--- config.mk ---
export PLATFORM = sky130hd
export DESIGN_NAME = pc_sequencer
export DESIGN_NICKNAME = d
export VERILOG_FILES = /design/src/rtl/pc_sequencer_pkg.sv /design/src/rtl/pc_sequencer.sv
export SDC_FILE = /design/constraint.sdc
export NUM_CORES = 1
export LEC_CHECK = 0
export BUFFER_PORTS_ARGS = -buffer_cell sky130_fd_sc_hd__buf_4
export CORE_MARGIN = 1
export CORE_UTILIZATION = 28
export CTS_CLUSTER_DIAMETER = 120
export DETAILED_ROUTE_END_ITERATION = 12
export MAX_ROUTING_LAYER = met4
export PLACE_DENSITY_LB_ADDON = 0.12
export SLEW_MARGIN = 10
export SYNTH_ARGS = -nofsm -noshare
export SYNTH_HDL_FRONTEND = slang
export SYNTH_SLANG_ARGS = --single-unit
--- constraint.sdc ---
create_clock -name clk -period 6.5 [get_ports clk]
set_input_delay 1.3 -clock clk [delete_from_list [all_inputs] [get_ports clk]]
set_output_delay 1.3 -clock clk [all_outputs]
set_load 0.05 [all_outputs]
--- src/rtl/pc_sequencer_pkg.sv ---
// Shared definitions for the PC sequencer and the program counter it drives:
// control states, PC update opcodes and the instruction-alignment rule.
package pc_sequencer_pkg;

  typedef enum logic [2:0] {
    ST_BOOT,
    ST_FETCH,
    ST_EXEC,
    ST_WRITE,
    ST_HALT,
    ST_FAULT
  } state_e;

  localparam logic [2:0]  PC_OP_INC = 3'd0;
  localparam logic [2:0]  PC_OP_REL = 3'd1;
  localparam logic [2:0]  PC_OP_ABS = 3'd2;

  localparam logic [31:0] INSTR_ALIGN_MASK = 32'h0000_0003;

  // Sequential updates carry no data, so only redirects can be misaligned.
  function automatic logic is_misaligned(input logic [2:0] op, input logic [31:0] data);
    return (op != PC_OP_INC) && ((data & INSTR_ALIGN_MASK) != 32'd0);
  endfunction

endpackage

--- src/rtl/pc_sequencer.sv ---
// Program-counter control FSM: fetches at the current PC, holds the instruction
// for execute, then issues one PC update strobe per retired instruction.
module pc_sequencer
  import pc_sequencer_pkg::*;
#(
  parameter int FETCH_TIMEOUT = 16,
  parameter int RETIRE_W      = 32
) (
  input  logic                clk,
  input  logic                reset,
  input  logic [31:0]         pcReadData,
  output logic                pcWriteEnable,
  output logic [2:0]          pcOp,
  output logic [31:0]         pcWriteData,
  output logic                imemReq,
  output logic [31:0]         imemAddr,
  input  logic                imemAck,
  input  logic [31:0]         imemData,
  output logic [31:0]         instr,
  output logic                instrValid,
  input  logic                execDone,
  input  logic                stall,
  input  logic                branchTaken,
  input  logic [31:0]         branchOffset,
  input  logic                jumpAbs,
  input  logic [31:0]         jumpTarget,
  input  logic                halt,
  output logic                halted,
  output logic                fault,
  output logic [31:0]         faultPc,
  output logic [RETIRE_W-1:0] retired
);

  state_e                state_q,   state_d;
  logic [7:0]            tmo_q,     tmo_d;
  logic [31:0]           instr_q,   instr_d;
  logic [2:0]            op_q,      op_d;
  logic [31:0]           data_q,    data_d;
  logic                  halt_q,    halt_d;
  logic [31:0]           fault_pc_q, fault_pc_d;
  logic [RETIRE_W-1:0]   retired_q, retired_d;

  logic [2:0]            sel_op;
  logic [31:0]           sel_data;

  always_comb begin
    if (jumpAbs) begin
      sel_op   = PC_OP_ABS;
      sel_data = jumpTarget;
    end else if (branchTaken) begin
      sel_op   = PC_OP_REL;
      sel_data = branchOffset;
    end else begin
      sel_op   = PC_OP_INC;
      sel_data = 32'd0;
    end
  end

  // NOTE: every signal gets a default before the case, so no path leaves one unassigned and no latch is inferred.
  always_comb begin
    state_d    = state_q;
    tmo_d      = 8'd0;
    instr_d    = instr_q;
    op_d       = op_q;
    data_d     = data_q;
    halt_d     = halt_q;
    fault_pc_d = fault_pc_q;
    retired_d  = retired_q;

    unique case (state_q)
      ST_BOOT:  state_d = ST_FETCH;
      ST_FETCH: begin
        if (imemAck) begin
          instr_d = imemData;
          state_d = ST_EXEC;
        end else begin
          tmo_d = tmo_q + 8'd1;
          if (tmo_d == 8'(FETCH_TIMEOUT)) begin
            state_d    = ST_FAULT;
            fault_pc_d = pcReadData;
          end
        end
      end
      ST_EXEC: begin
        if (execDone && !stall) begin
          if (is_misaligned(sel_op, sel_data)) begin
            state_d    = ST_FAULT;
            fault_pc_d = pcReadData;
          end else begin
            op_d      = sel_op;
            data_d    = sel_data;
            retired_d = retired_q + 1'b1;
            halt_d    = halt;
            state_d   = ST_WRITE;
          end
        end
      end
      ST_WRITE: state_d = halt_q ? ST_HALT : ST_FETCH;
      ST_HALT:  state_d = ST_HALT;
      ST_FAULT: state_d = ST_FAULT;
      default:  state_d = ST_BOOT;
    endcase
  end

  // NOTE: sequential state uses non-blocking assignments so every flop samples pre-edge values.
  always_ff @(posedge clk or posedge reset) begin
    if (reset) begin
      state_q    <= ST_BOOT;
      tmo_q      <= 8'd0;
      instr_q    <= 32'd0;
      op_q       <= PC_OP_INC;
      data_q     <= 32'd0;
      halt_q     <= 1'b0;
      fault_pc_q <= 32'd0;
      retired_q  <= '0;
    end else begin
      state_q    <= state_d;
      tmo_q      <= tmo_d;
      instr_q    <= instr_d;
      op_q       <= op_d;
      data_q     <= data_d;
      halt_q     <= halt_d;
      fault_pc_q <= fault_pc_d;
      retired_q  <= retired_d;
    end
  end

  // Strobes decode straight from the state register, so they drop the instant reset hits.
  assign imemReq       = (state_q == ST_FETCH);
  assign imemAddr      = imemReq ? pcReadData : 32'd0;
  assign instrValid    = (state_q == ST_EXEC);
  assign pcWriteEnable = (state_q == ST_WRITE);
  assign halted        = (state_q == ST_HALT);
  assign fault         = (state_q == ST_FAULT);
  assign pcOp          = op_q;
  assign pcWriteData   = data_q;
  assign instr         = instr_q;
  assign faultPc       = fault_pc_q;
  assign retired       = retired_q;

endmodule

==> metrics, run 1 <==
outcome complete, no violations; mean post-synth cell area 11.7 um2; RSZ-0062 raised after global routing no; slowest stage cell, crit path nor3b_4; # hold bufs at CTS 0; crit-path cells nor3b_4 -> and2_1 -> buf_4; CTS tree yes; WL final 16900 um; All-Layer GR Usage 15.5%; Die W 151 um; port buffer count 302; Syn Std Cell Area 0.00619 mm2; biggest area consumer among synthesized cells dfrtp_1; CTS H-Tree Depth 4; number of routed nets with antenna violations 0; Layout area overhead 51.4%; die area 0.0227 mm2; Final Total Pwr 0.00204 W; Min Clock Period, post-route 3.63 ns; maximum number of pins on one net before global-route repair 86; Synth area leaders dfrtp_1 57%, mux2_2 11%, a22oi_1 3.6%; Max Cap Violations 0; Via density 4.50; Leakage 4.90 nW; Mapped Cells 530; setup tns final 0 ns; Placement Setup Slack 2.87 ns; most frequent cells in the layout 306 x buf_4, 142 x dfrtp_1, 63 x mux2_2; first-pass GRT wire length 26200 um; Seq/Total Area, Yosys 57.4%; CP Max Fanout 36; Pwr Density 217 mW/mm2; Initial Utilization 28.5%; Final Net Count 965; class of the worst hold path reg2reg; worst-margin pin slew 1.17 ns; clock skew 0.0102 ns; GR Overflow Total 0; Vias 5040; final worst path period share 55.9%; Arrival @ worst endpoint 2.33 ns; clock root buffer clkbuf_16; Unique masters post-synth 37; n_diodes 0; ys async rst share 100%; Worst-path clk slew 0.06 ns; Critical Path RT 5.20 ns; relative slew slack 21.8%; Most used DFF post-synth dfrtp_1; routed length per instance 15.1 um; type of the worst setup path reg2out; core area 0.0218 mm2; Max Root-Sink Buffers 2; DIE HEIGHT 151 um; placer congestion estimate 0.761; IO Pins 304; vias in the first global route 5100; PnR worst setup slack 2.87 ns; number of DRC markers in iteration 0 166; Final setup viols 0; Warnings, synthesis 0; drt pass-1 iters 4; row count 54; synthesized flop and latch total 142; share of layout cells above drive strength 1 48.5%; antenna violations before repair 0; worst vdd ir 0.166 mV; clk sinks 142; EDFF count, synth 0; Residual DRC 0; Worst setup SP type flip-flop; DP HPWL 12400 um; Hold Fails Final Rpt 0; # resized after CTS 0; share of the synthesized area in the top cell type 57.4%; Setup Buffers After CTS 0; most common cell after layout, fill and taps aside buf_4; final core occ 43.1%; Slew Limit Fails 0; Fmax 275 MHz; Clock Latency Late Sink 0.41 ns; Crit. End Element primary output; total CTS buffers 17; Post-Syn Nets 668; CP peak stage delay 0.92 ns
==> worst max-delay path: cells and delay by family (launching register included) <==
family | cells | cell delay [ns]
and+or+nand+nor | 2 | 1.16
DFF | 1 | 0.55
buffers and inverters | 1 | 0.20
==> state kept, by name (all words and copies together), names as in the netlist <==
signal       cells
faultPc         32
halt_q           1
instr           32
pcOp             2
pcWriteData     32
retired         32
state_q          3
tmo_q            8
==> kinds of logic after synthesis <==
kind of cell | Yosys count | synth area share [%]
buf+inv | 33 | 2.24
mux | 67 | 12.2
compound gates | 78 | 8.10
simple gates | 172 | 14.7
flops | 142 | 57.4
other cells | 1 | 0.0606
fa+ha+maj | 2 | 0.404
xor+xnor | 35 | 4.95
==> power breakdown <==
| part | internal (W) | switching (W) |
|---|---|---|
| clock | 0.000651 | 0.000397 |
| combinational | 0.0000596 | 0.0000459 |
| sequential | 0.000884 | 0 |
==> metal layers <==
metal / part of all wire (%) / global-route usage [%]
met5: 0 / -
met4: 0.67 / 4.05
met3: 6.3 / 4.61
met2: 51 / 25.6
met1: 42 / 18.4
==> path summary, 6_finish.rpt <==
check / start / to / slack (ns) / cells past startpoint
min: pcWriteData[14] / pcWriteData[14] / 0.48 / 2
max in group asynchronous: reset / instr[4] / 4.17 / 3
min in group asynchronous: reset / instr[3] / 1.04 / 2
max: state_q[0] / imemAddr[17] / 2.87 / 3
max reg2reg: state_q[0] / faultPc[23] / 3.40 / 6
min reg2reg: pcWriteData[14] / pcWriteData[14] / 0.48 / 2
==> synth_stat cells (all sizes together) (2+ instances only) <==
cell and number:
and4 3, buf 10, o21ai 37, mux2 67, dfrtp 142, nand4 7
xnor2 18, nand2b 7, nor2b 3, or3 3, nand3 19, a21oi 5
xor2 17, nor3 2, nor3b 4, clkbuf 18, nor2 26, and3 8
ha 2, and2 35, inv 5, nand2 52, a22oi 30
==> through the flow <==
| stage | hold WS (ns) | instance area (um2) | cells |
|---|---|---|---|
| floorplan | 0.474 | 6190 | 530 |
| detailed placement | 0.459 | 8740 | 1088 |
| CTS | 0.480 | 9380 | 1119 |
| global route | 0.511 | 9380 | 1119 |
| global placement | 0.465 | 8740 | 1088 |
| finish | 0.480 | 9380 | 1119 |
==> layout make-up <==
class,instances,area (um2)
Sequential cell,142,3550
Inverter,5,23.8
Tap cell,280,350
Timing Repair Buffer,306,2300
Multi-Input combinational cell,355,2520
Clock inverter,14,208
Fill cell,2127,12400
Clock buffer,17,425
(Power assumes the default switching activity.)
==> inputs of run 2 (changes only) <==
==> constraint.sdc (replaced) <==
create_clock -name clk -period 3.4 [get_ports clk]
set_input_delay 0.68 -clock clk [delete_from_list [all_inputs] [get_ports clk]]
set_output_delay 0.68 -clock clk [all_outputs]
set_load 0.05 [all_outputs]
==> metrics, run 2 (same netlist as run 1, synthesis figures left out) <==
Final Total Pwr 0.00381 W (+87%); routed length per instance 15.0 um (-0.64%); final worst path period share 75.6%; Vias 5041 (+0.020%); number of routed nets with antenna violations 0 (unchanged); total CTS buffers 17 (unchanged); number of DRC markers in iteration 0 112 (-33%); Slew Limit Fails 0 (unchanged); antenna violations before repair 0 (unchanged); clock skew 0.0116 ns (+0.00144 ns); IO Pins 304 (unchanged); CP bufs+invs 2 (+1); CTS H-Tree Depth 4 (unchanged); first-pass GRT wire length 26400 um (+0.61%); Crit. End Element primary output; row count 54 (unchanged); All-Layer GR Usage 15.6% (+0.11 points); maximum number of pins on one net before global-route repair 101 (+17%); DP HPWL 12500 um (+1.1%); Initial Utilization 28.5% (unchanged); port buffer count 302 (unchanged); GR Overflow Total 0 (unchanged); CP Max Fanout 35 (-2.8%); drt pass-1 iters 5 (+1); CP peak stage delay 0.52 ns (-0.40 ns); Worst-path clk slew 0.07 ns (about the same); Residual DRC 0 (unchanged); # resized after CTS 0 (unchanged); switching pwr 0.000827 W (+87%); Max Root-Sink Buffers 2 (unchanged); WL final 16800 um (-0.28%); Min Clock Period, post-route 2.57 ns; Fmax 389 MHz; most frequent cells in the layout 309 x buf_4, 142 x dfrtp_1, 63 x mux2_2; # hold bufs at CTS 0 (unchanged); Final setup viols 0 (unchanged); Clock Latency Late Sink 0.41 ns (about the same); share of layout cells above drive strength 1 48.6% (+0.13 points); Leakage 4.90 nW (about the same); class of the worst hold path in2async; Max Cap Violations 0 (unchanged); slowest stage cell, crit path dfrtp_1; Combinational Power Share 5.4% (+0.2 points); Final Net Count 969 (+0.41%); Reg-to-Reg Start state_q[0]; die area 0.0227 mm2 (unchanged); Pwr Density 406 mW/mm2 (+87%); clock root buffer clkbuf_16; core area 0.0218 mm2 (unchanged); most common cell after layout, fill and taps aside buf_4; worst-margin pin slew 0.820 ns (-0.348 ns); Die W 151 um (unchanged); clock group share of total power 50.3% (-1.1 points); Worst setup SP type flip-flop; CP most frequent cell buf_4; vias in the first global route 5057 (-0.84%); clk sinks 142 (unchanged); outcome complete, no violations; crit-path cells nor3b_4 -> buf_4 -> and2_1 -> buf_4; reg2reg setup slack 0.87 ns (-2.53 ns); Hold Fails Final Rpt 0 (unchanged); Sequential Power Share 44.3% (+0.9 points); Pint 0.00299 W (+87%); setup tns final 0 ns (unchanged); Critical Path RT 2.72 ns (-2.48 ns); Arrival @ worst endpoint 1.89 ns (-0.44 ns); RR Endpoint faultPc[23]; Via density 4.49 (-0.34%); reg2reg path depth 7 (+1); placer congestion estimate 0.757 (-0.54%); type of the worst setup path reg2out; CP delay by family, top flip-flops; n_diodes 0 (unchanged); Setup Buffers After CTS 0 (unchanged); DIE HEIGHT 151 um (unchanged); relative slew slack 44.9% (+23 points); CTS tree yes; Sw Share 21.7% (-0.072 points); Layout area overhead 51.7%; RSZ-0062 raised after global routing no; Hold Slack 0.434 ns (-0.0456 ns); worst vdd ir 0.285 mV (+72%)
## run 2: power by group through the flow
stage / registers (W) / clock network, W / logic (W)
6_report: 0.00169 / 0.00192 / 0.000205
5_1_grt: 0.00169 / 0.00206 / 0.000228
4_1_cts: 0.00169 / 0.00200 / 0.000211
3_5_place_dp: 0.00172 / 0 / 0.000210
3_3_place_gp: 0.00172 / 0 / 0.000206
2_1_floorplan: 0.00172 / 0 / 0.0000614
## run 2: worst max-delay path by stage
| stage | cells after the start | to | startpoint | slack, ns |
|---|---|---|---|---|
| global placement | 7 | faultPc[27] | jumpTarget[0] | 0.72 |
| CTS | 4 | imemAddr[21] | state_q[2] | 0.79 |
| finish | 4 | imemAddr[21] | state_q[0] | 0.83 |
| detailed placement | 7 | faultPc[24] | jumpTarget[0] | 0.63 |
| floorplan | 4 | imemAddr[22] | state_q[2] | 0.81 |
| global route | 7 | faultPc[23] | state_q[0] | 0.62 |
## run 2: per-stage QoR
stage	util [%]	cells	area (um2)	worst slack [ns]
after floorplan	-	530	6200	0.811
after global placement	40.4	1092	8790	0.724
after detailed placement	40.4	1092	8790	0.629
after CTS	43.2	1123	9390	0.789
after global routing	43.2	1123	9390	0.622
final	43.2	1123	9390	0.829
## run 2: final cells by class
cell class	instances	area [um2]
Fill cell	2122	12400
Sequential cell	142	3550
Multi-Input combinational cell	355	2520
Timing Repair Buffer	310	2340
Clock buffer	19	443
Tap cell	280	350
Clock inverter	12	163
Inverter	5	22.5
## run 2: worst register-to-register path, stage by stage, from the launching register on
cell      delay, ns
dfrtp_1        0.52
nor3b_4        0.25
buf_4          0.32
nand2b_1       0.30
o21ai_1        0.24
o311ai_4       0.12
buf_4          0.27
mux2_1         0.38
## run 2: routing by layer
metal	part of all wire, %	track usage [%]	up-vias
li1	-	-	2437
met1	40	17.5	2415
met2	52	26.5	176
met3	7.3	5.00	13
met4	0.83	4.25	0
met5	0	-	-
